$ cat config.mk
export PLATFORM = sky130hd
export DESIGN_NAME = alu_issue_stage
export DESIGN_NICKNAME = d
export VERILOG_FILES = /design/src/rtl/alu_issue_pkg.sv /design/src/rtl/alu_issue_stage_mul_hazard_counter.sv /design/src/rtl/alu_issue_stage.sv
export SDC_FILE = /design/constraint.sdc
export NUM_CORES = 1
export LEC_CHECK = 0
export BUFFER_PORTS_ARGS = -buffer_cell sky130_fd_sc_hd__buf_2
export CORE_MARGIN = 2
export CORE_UTILIZATION = 48
export DETAILED_ROUTE_END_ITERATION = 7
export MAX_ROUTING_LAYER = met4
export PLACE_DENSITY_LB_ADDON = 0.08
export SLEW_MARGIN = 20
export SYNTH_ARGS = -nofsm -noshare
export SYNTH_HDL_FRONTEND = slang
export SYNTH_SLANG_ARGS = --single-unit
$ cat constraint.sdc
create_clock -name clk -period 4 [get_ports clk]
set_input_delay 1 -clock clk [delete_from_list [all_inputs] [get_ports clk]]
set_output_delay 1 -clock clk [all_outputs]
set_load 0.005 [all_outputs]
$ cat src/rtl/alu_issue_pkg.sv
// alu_issue_pkg
//   Shared constants for the ALU issue stage: MIPS opcodes and funct codes
//   that the stage understands, the ALUop encodings the ALU control expects,
//   the hazard FSM state type, and small decode helpers.
package alu_issue_pkg;

    // Opcodes
    localparam logic [5:0] OP_RTYPE = 6'd0;
    localparam logic [5:0] OP_ADDI  = 6'd8;
    localparam logic [5:0] OP_SLTI  = 6'd10;

    // R-type funct codes
    localparam logic [5:0] FN_AND   = 6'd36;
    localparam logic [5:0] FN_OR    = 6'd37;
    localparam logic [5:0] FN_ADD   = 6'd32;
    localparam logic [5:0] FN_SUB   = 6'd34;
    localparam logic [5:0] FN_SLT   = 6'd42;
    localparam logic [5:0] FN_SRL   = 6'd2;
    localparam logic [5:0] FN_MULTU = 6'd25;
    localparam logic [5:0] FN_MFHI  = 6'd16;
    localparam logic [5:0] FN_MFLO  = 6'd18;

    // ALUop encodings
    localparam logic [1:0] ALUOP_ADD   = 2'b00;
    localparam logic [1:0] ALUOP_FUNCT = 2'b10;
    localparam logic [1:0] ALUOP_SLT   = 2'b11;

    localparam int DEFAULT_MUL_LAT = 32;

    typedef enum logic {
        HZ_IDLE = 1'b0,
        HZ_BUSY = 1'b1
    } hz_state_t;

    // Funct codes the stage issues for opcode 0.
    function automatic logic is_rtype_funct(input logic [5:0] fn);
        return fn inside {FN_AND, FN_OR, FN_ADD, FN_SUB, FN_SLT,
                          FN_SRL, FN_MULTU, FN_MFHI, FN_MFLO};
    endfunction

    // Ops that touch HI/LO and therefore must wait out the multiplier.
    function automatic logic is_mul_dep(input logic [5:0] fn);
        return fn inside {FN_MULTU, FN_MFHI, FN_MFLO};
    endfunction

endpackage

$ cat src/rtl/alu_issue_stage_mul_hazard_counter.sv
// mul_hazard_counter
//   Tracks the sequential multiplier's busy window.
//   Ports:
//     clk   - rising-edge clock
//     reset - asynchronous active-high reset
//     start - MULTU accepted this cycle (only honoured while idle)
//     busy  - registered; high while HI/LO is not yet valid
//   cnt is loaded with MUL_LAT and counts down once per cycle. The window
//   closes on the edge where cnt would step from 2 to 1, so busy is already
//   low during the cycle before edge N+MUL_LAT and a dependent op presented
//   then is accepted exactly on that edge.
module mul_hazard_counter
    import alu_issue_pkg::*;
#(
    parameter int MUL_LAT = DEFAULT_MUL_LAT
) (
    input  logic clk,
    input  logic reset,
    input  logic start,
    output logic busy
);

    localparam int CW = $clog2(MUL_LAT + 1);

    hz_state_t     state;
    logic [CW-1:0] cnt;

    always_ff @(posedge clk or posedge reset) begin
        if (reset) begin
            state <= HZ_IDLE;
            cnt   <= '0;
            busy  <= 1'b0;
        end else begin
            case (state)
                HZ_IDLE: begin
                    // A one-cycle multiplier never blocks the next edge.
                    if (start && (MUL_LAT > 1)) begin
                        state <= HZ_BUSY;
                        cnt   <= CW'(MUL_LAT);
                        busy  <= 1'b1;
                    end
                end
                HZ_BUSY: begin
                    if (cnt <= CW'(2)) begin
                        state <= HZ_IDLE;
                        cnt   <= '0;
                        busy  <= 1'b0;
                    end else begin
                        cnt <= cnt - CW'(1);
                    end
                end
                default: begin
                    state <= HZ_IDLE;
                    cnt   <= '0;
                    busy  <= 1'b0;
                end
            endcase
        end
    end

endmodule

$ cat src/rtl/alu_issue_stage.sv
// alu_issue_stage
//   Registered issue stage in front of the execute ALU. Decodes a MIPS
//   instruction plus its register operands into ALUop/Signal/dataA/dataB,
//   stalls HI/LO-dependent ops while the multiplier is busy, and converts
//   illegal encodings into bubbles with a one-cycle illegal pulse.
//   Ports:
//     clk, reset              - clock, asynchronous active-high reset
//     in_valid / in_ready     - input handshake (in_ready combinational)
//     instr, rs_data, rt_data - instruction word and operand values
//     out_valid               - issued op valid this cycle
//     ALUop, Signal           - ALU control inputs
//     dataA, dataB            - ALU operands
//     dest                    - destination register
//     mul_busy                - multiplier window open
//     illegal                 - pulse after an illegal instruction is accepted
module alu_issue_stage
    import alu_issue_pkg::*;
#(
    parameter int MUL_LAT = DEFAULT_MUL_LAT
) (
    input  logic        clk,
    input  logic        reset,
    input  logic        in_valid,
    output logic        in_ready,
    input  logic [31:0] instr,
    input  logic [31:0] rs_data,
    input  logic [31:0] rt_data,
    output logic        out_valid,
    output logic [1:0]  ALUop,
    output logic [5:0]  Signal,
    output logic [31:0] dataA,
    output logic [31:0] dataB,
    output logic [4:0]  dest,
    output logic        mul_busy,
    output logic        illegal
);

    logic [5:0]  opcode;
    logic [5:0]  funct;
    logic [31:0] imm_sext;
    logic        is_rtype;
    logic        accept;
    logic        mul_start;

    logic        d_legal;
    logic [1:0]  d_aluop;
    logic [5:0]  d_signal;
    logic [31:0] d_a;
    logic [31:0] d_b;
    logic [4:0]  d_dest;

    // The rs index is not needed: its value arrives already read as rs_data.
    logic unused_rs;
    assign unused_rs = ^instr[25:21];

    assign opcode   = instr[31:26];
    assign funct    = instr[5:0];
    assign imm_sext = {{16{instr[15]}}, instr[15:0]};
    assign is_rtype = (opcode == OP_RTYPE);

    // Readiness looks at instr even when in_valid is low.
    assign in_ready  = !(mul_busy && is_rtype && is_mul_dep(funct));
    assign accept    = in_valid && in_ready;
    assign mul_start = accept && is_rtype && (funct == FN_MULTU);

    always_comb begin
        d_legal  = 1'b0;
        d_aluop  = '0;
        d_signal = '0;
        d_a      = '0;
        d_b      = '0;
        d_dest   = '0;
        case (opcode)
            OP_RTYPE: begin
                if (is_rtype_funct(funct)) begin
                    d_legal  = 1'b1;
                    d_aluop  = ALUOP_FUNCT;
                    d_signal = funct;
                    d_a      = rs_data;
                    d_b      = rt_data;
                    d_dest   = instr[15:11];
                    if (funct == FN_SRL) begin
                        d_a = rt_data;
                        d_b = {27'b0, instr[10:6]};
                    end
                    if (is_mul_dep(funct)) begin
                        d_dest = '0;
                    end
                end
            end
            OP_ADDI: begin
                d_legal  = 1'b1;
                d_aluop  = ALUOP_ADD;
                d_signal = FN_ADD;
                d_a      = rs_data;
                d_b      = imm_sext;
                d_dest   = instr[20:16];
            end
            OP_SLTI: begin
                d_legal  = 1'b1;
                d_aluop  = ALUOP_SLT;
                d_signal = FN_SLT;
                d_a      = rs_data;
                d_b      = imm_sext;
                d_dest   = instr[20:16];
            end
            default: ;
        endcase
    end

    // Bubbles drive every field to zero so the downstream multiplier sees
    // MULTU on Signal for exactly one cycle per issue.
    always_ff @(posedge clk or posedge reset) begin
        if (reset) begin
            out_valid <= 1'b0;
            illegal   <= 1'b0;
            ALUop     <= '0;
            Signal    <= '0;
            dataA     <= '0;
            dataB     <= '0;
            dest      <= '0;
        end else begin
            out_valid <= accept && d_legal;
            illegal   <= accept && !d_legal;
            if (accept && d_legal) begin
                ALUop  <= d_aluop;
                Signal <= d_signal;
                dataA  <= d_a;
                dataB  <= d_b;
                dest   <= d_dest;
            end else begin
                ALUop  <= '0;
                Signal <= '0;
                dataA  <= '0;
                dataB  <= '0;
                dest   <= '0;
            end
        end
    end

    mul_hazard_counter #(
        .MUL_LAT (MUL_LAT)
    ) u_hazard (
        .clk   (clk),
        .reset (reset),
        .start (mul_start),
        .busy  (mul_busy)
    );

endmodule
Word-level counts from Yosys, hierarchy flattened. Cells that the tools add are included.

Bits in registers: 87. Bits of input ports: 99.

Multiplexer cells: 29. Reductions and logical operators: 14. Order comparisons: 1. Equal/unequal tests: 13. Add/subtract/negate cells: 1. Bitwise operators: 1.

Operators by type and width (count): 32-bit two-way mux (6); 32-bit case mux with 2 select lines (2); 6-bit equality test, second input constant (5); 6-bit two-way mux (4); 6-bit by 5-bit equality test with 1-bit output, second input constant (3); 6-bit case mux with 3 select lines (1); 5-bit two-way mux (3); 6-bit by 4-bit equality test with 1-bit output, second input constant (2); 6-bit case mux with 2 select lines (1); 5-bit case mux with 2 select lines (1); 9-bit nonzero test (1); 1-bit logical AND (7); 6-bit by 2-bit equality test with 1-bit output, second input constant (1); 6-bit by 2-bit <= comparator with 1-bit output, second input constant (1); 6-bit zero test (1); 1-bit case mux with 2 select lines (3); 6-bit by 1-bit subtractor with 6-bit output, second input constant (1); 1-bit two-way mux (5); 2-bit two-way mux (2); 2-bit != test, second input constant (2); 2-bit case mux with 2 select lines (1); 3-bit nonzero test (1); 1-bit zero test (2); 2-bit AND reduction (1); 2 further kinds (2).

Logic depth before layout (Yosys ltp).
Depth in word-level cells: 9. Gate-level depth with buffers: 8.

By module. A second synthesis with hierarchy kept.

Cells, all modules: 379. Area, all modules: 3990.1 um^2.

By module, submodules not included: alu_issue_stage (instances 1, seq. area each 1976.9 um^2, cells each 339, area an instance 3567.2 um^2); mul_hazard_counter (instances 1, seq. area each 200.2 um^2, cells each 40, area an instance 422.9 um^2).

Worst setup path before layout. No wires, ideal clock.

Path kind: input to output. Start point: input port instr[5]. End point: output port in_ready. Stages on the path: 4. Setup slack: 0.944 ns. Data arrival time: 2.056 ns. Path through: buf_2 -> or3b_1 -> a21o_1 -> or2_2.

Longest elaborated chain between the ends: 4. Elaborated cells on any way between the ends: 6. Classes of those cells: eq/ne (3); reduce/logical (3).

Ends and longest elaborated chain: from (decl) (RTL line alu_issue_stage.sv:25) `input logic [31:0] instr,`; 6-bit by 5-bit equality test with 1-bit output (RTL line alu_issue_pkg.sv:43) `return fn inside {FN_MULTU, FN_MFHI, FN_MFLO};`; 3-bit nonzero test (*) (RTL line alu_issue_pkg.sv:43); 1-bit logical AND (*) (RTL line alu_issue_stage.sv:62) `assign in_ready = !(mul_busy && is_rtype && is_mul_dep(funct));`; 1-bit zero test (*) (RTL line alu_issue_stage.sv:62); to (decl) (RTL line alu_issue_stage.sv:24) `output logic in_ready,`.

Mark *: on every way between the ends. The rest lies on a longest branch, timed or not.

Worst setup path in the final report.
Start point: input port instr[2]. End point: output port in_ready.

Same word-level chain as after synthesis.

==> impl_metrics.tcl <==
set metrics [dict create \
    run_status "finished clean" \
    grt_first_pass_wirelength_mm 17.16 \
    place_hpwl_mm 8.026 \
    fp.dieArea_mm2 0.009319 \
    routed_via_density 5.595 \
    worstMarginPinSlew_ps 778.2 \
    min_path_cells 1 \
    startpoint "instr[2]" \
    dieWidth_um 96.54 \
    drive_gt1_share_pct 47.54 \
    path_depth 5 \
    rr_worst_depth 5 \
    nNetsFinal 645 \
    drcViolationCount 0 \
    post_cts_resized 0 \
    hold_viol 0 \
    drv_cap 0 \
    wire_per_inst_um 17.36 \
    grt-ovfl-total 0 \
    worstPathCellList "buf_2, or3b_1, a21o_1, or2_2, buf_2" \
    cp-end-kind "output pin" \
    vias 3659 \
    ctsHtreeMaxLevel 3 \
    root_buffer "clkbuf_8" \
    cts_setup_buffers 0 \
    cp.arrival_ps 2300 \
    crit_slowest_cell "or3b_1" \
    cts_max_path_buffers 2 \
    hold_buffers 0 \
    synth_area_leader_cell "dfrtp_1" \
    critPathMaxFanout 7 \
    path_class "primary input to output pin" \
    fin_skew_ps 11.67 \
    cts_inserted_buffers 9 \
    synth.cell_area_mm2 0.004110 \
    drt_iter0_markers 181 \
    powerDensity_mw_per_mm2 325.7 \
    synthFlopType "dfrtp_1" \
    max_stage_delay_ps 420 \
    io_buffers 174 \
    synth_cell_types 49 \
    synth_top_area_share_pct 52.97 \
    r2r-start "u_hazard.cnt[2]" \
    finalWeightedCongestion 0.8304 \
    min_period_over_period_pct 82.60 \
    track_usage_pct 25.05 \
    place_ws_ps 701.2 \
    tns_ps 0 \
    synth_area_per_cell_um2 10.84 \
    cts.sinks 87 \
    grt_pass1_vias 3351 \
    syn_inst 379 \
    grt_max_degree 51 \
    yosysWarnings 0 \
    leakage_nw 2.445 \
    min_from "u_hazard.cnt[4]" \
    fill_cells 708 \
    fmax_mhz 302.7 \
    setup_slack_ps 696.1 \
    die_y_um 96.54 \
    clk_pin_slew_worst_paths_ps 90 \
    cp-start-kind "primary input" \
    crit_top_cell "buf_2" \
    start_util_pct 49.77 \
    synth_edf_count 0 \
    slew_headroom_pct 47.87 \
    slew_viol_final 0 \
    path_buf_inv 2 \
    yosysSeqAreaShare_pct 52.97 \
    ir_drop_v 0.0001784 \
    finish.utilization_pct 63.47 \
    clock_latency_ps 350 \
    boundaryPins 180 \
    hold_class "flop to flop" \
    async_flop_share_pct 100.0 \
    cts_tree "yes" \
    antenna_left 0 \
    routed_wl_mm 11.35 \
    synth-seq-cells 87 \
    rows 33 \
    syn_nets 480 \
    antenna_found_initial 0 \
    period_minus_slack_ps 3304 \
    num_antenna_cells 0 \
    core_region_area_mm2 0.008258 \
    critPathTopFamily "simple AND/OR/NAND/NOR gates" \
    required_ps 3000 \
    setup-violations-final 0 \
    rsz0062_at_grt "no" \
    yosys-top-cells-area "dfrtp_1 (53%), a22oi_2 (7.3%), nand2_1 (5.8%)" \
    first_pass_iters 4 \
    syn_to_final_growth_pct 27.52 \
]
-- routing by layer --
layer | global-route usage, % | vias up | part of all wire [%]
li1 | - | 1680 | -
met1 | 33.77 | 1817 | 42
met2 | 39.06 | 153 | 50
met3 | 4.577 | 9 | 6.8
met4 | 7.394 | 0 | 0.92
met5 | - | - | 0
-- where the power goes --
group	switching, mW	internal (mW)	leakage (nW)
registers	0.000273	0.880	1.18
clock network	0.325	0.372	0.109
logic	0.0788	0.0517	1.16
-- registers in the layout (all words and copies together) (netlist names), 2 cells and up --
| signal | flops |
|---|---|
| ALUop | 2 |
| Signal | 6 |
| dataA | 32 |
| dataB | 32 |
| dest | 5 |
| u_hazard.cnt | 6 |
-- per-stage QoR --
stage	hold WS [ps]	instances	area, um2	total power [mW]
2_1_floorplan	438.5	379	4110	0.9459
3_3_place_gp	466.8	638	5011	1.024
3_5_place_dp	470.9	638	5011	1.027
4_1_cts	488.9	654	5241	1.720
5_1_grt	507.8	654	5241	1.769
6_report	494.6	654	5241	1.707
-- cells by family after synthesis --
family | count (synthesis) | synth area share (%)
buffers and inverters | 34 | 5.236
xor gates and xnor gates | 1 | 0.2131
and+or+nand+nor | 121 | 14.03
AOI/OAI and AO/OA | 128 | 25.33
adders and majority gates | 2 | 0.6087
muxes | 6 | 1.613
DFF | 87 | 52.97
-- cells in the mapped netlist, types with 2 or more instances --
cell type	n
a21oi_1	40
a21oi_2	19
a22oi_1	18
a22oi_2	24
a32oi_1	5
and2_1	6
and3_1	2
buf_2	18
buf_4	2
buf_6	4
clkbuf_1	3
dfrtp_1	87
ha_1	2
inv_1	4
mux2_2	5
nand2_1	63
nand2b_1	2
nand3_1	4
nand3b_1	2
nand4_1	6
nor2_1	22
nor2b_1	2
nor3_1	2
nor4b_1	2
o211ai_2	2
o21ai_0	8
o31ai_1	2
or2_2	2
-- path summary, 6_finish.rpt --
check	endpoint	slack, ps
worst max register to register	u_hazard.cnt[4]	1970
min in group asynchronous	dataA[20]	740
worst max-delay path	in_ready	700
worst min register to register	u_hazard.cnt[4]	490
max in group asynchronous	dataA[4]	2550
worst min-delay path	u_hazard.cnt[4]	490
-- layout make-up --
type	instances	area [um2]	share of cell area, %
clock buffer	10	137.6	2.626
clock inverter	6	92.59	1.767
inverter	5	20.02	0.3820
multi-input combinational	258	1719	32.80
sequential	87	2177	41.54
tap	105	131.4	2.507
timing repair buffer	183	963.4	18.38
-- layout by cell type (no fill, tap or decap), types with 7 or more instances in the layout --
| master | instances |
|---|---|
| a21oi_1 | 40 |
| clkbuf_8 | 10 |
| nor2_1 | 22 |
| nand2_1 | 63 |
| dfrtp_1 | 87 |
| buf_2 | 174 |
| buf_4 | 7 |
| a22oi_2 | 24 |
| a22oi_1 | 18 |
| a21oi_2 | 19 |
| o21ai_0 | 8 |
No activity file was read; power rests on OpenSTA's default activity.
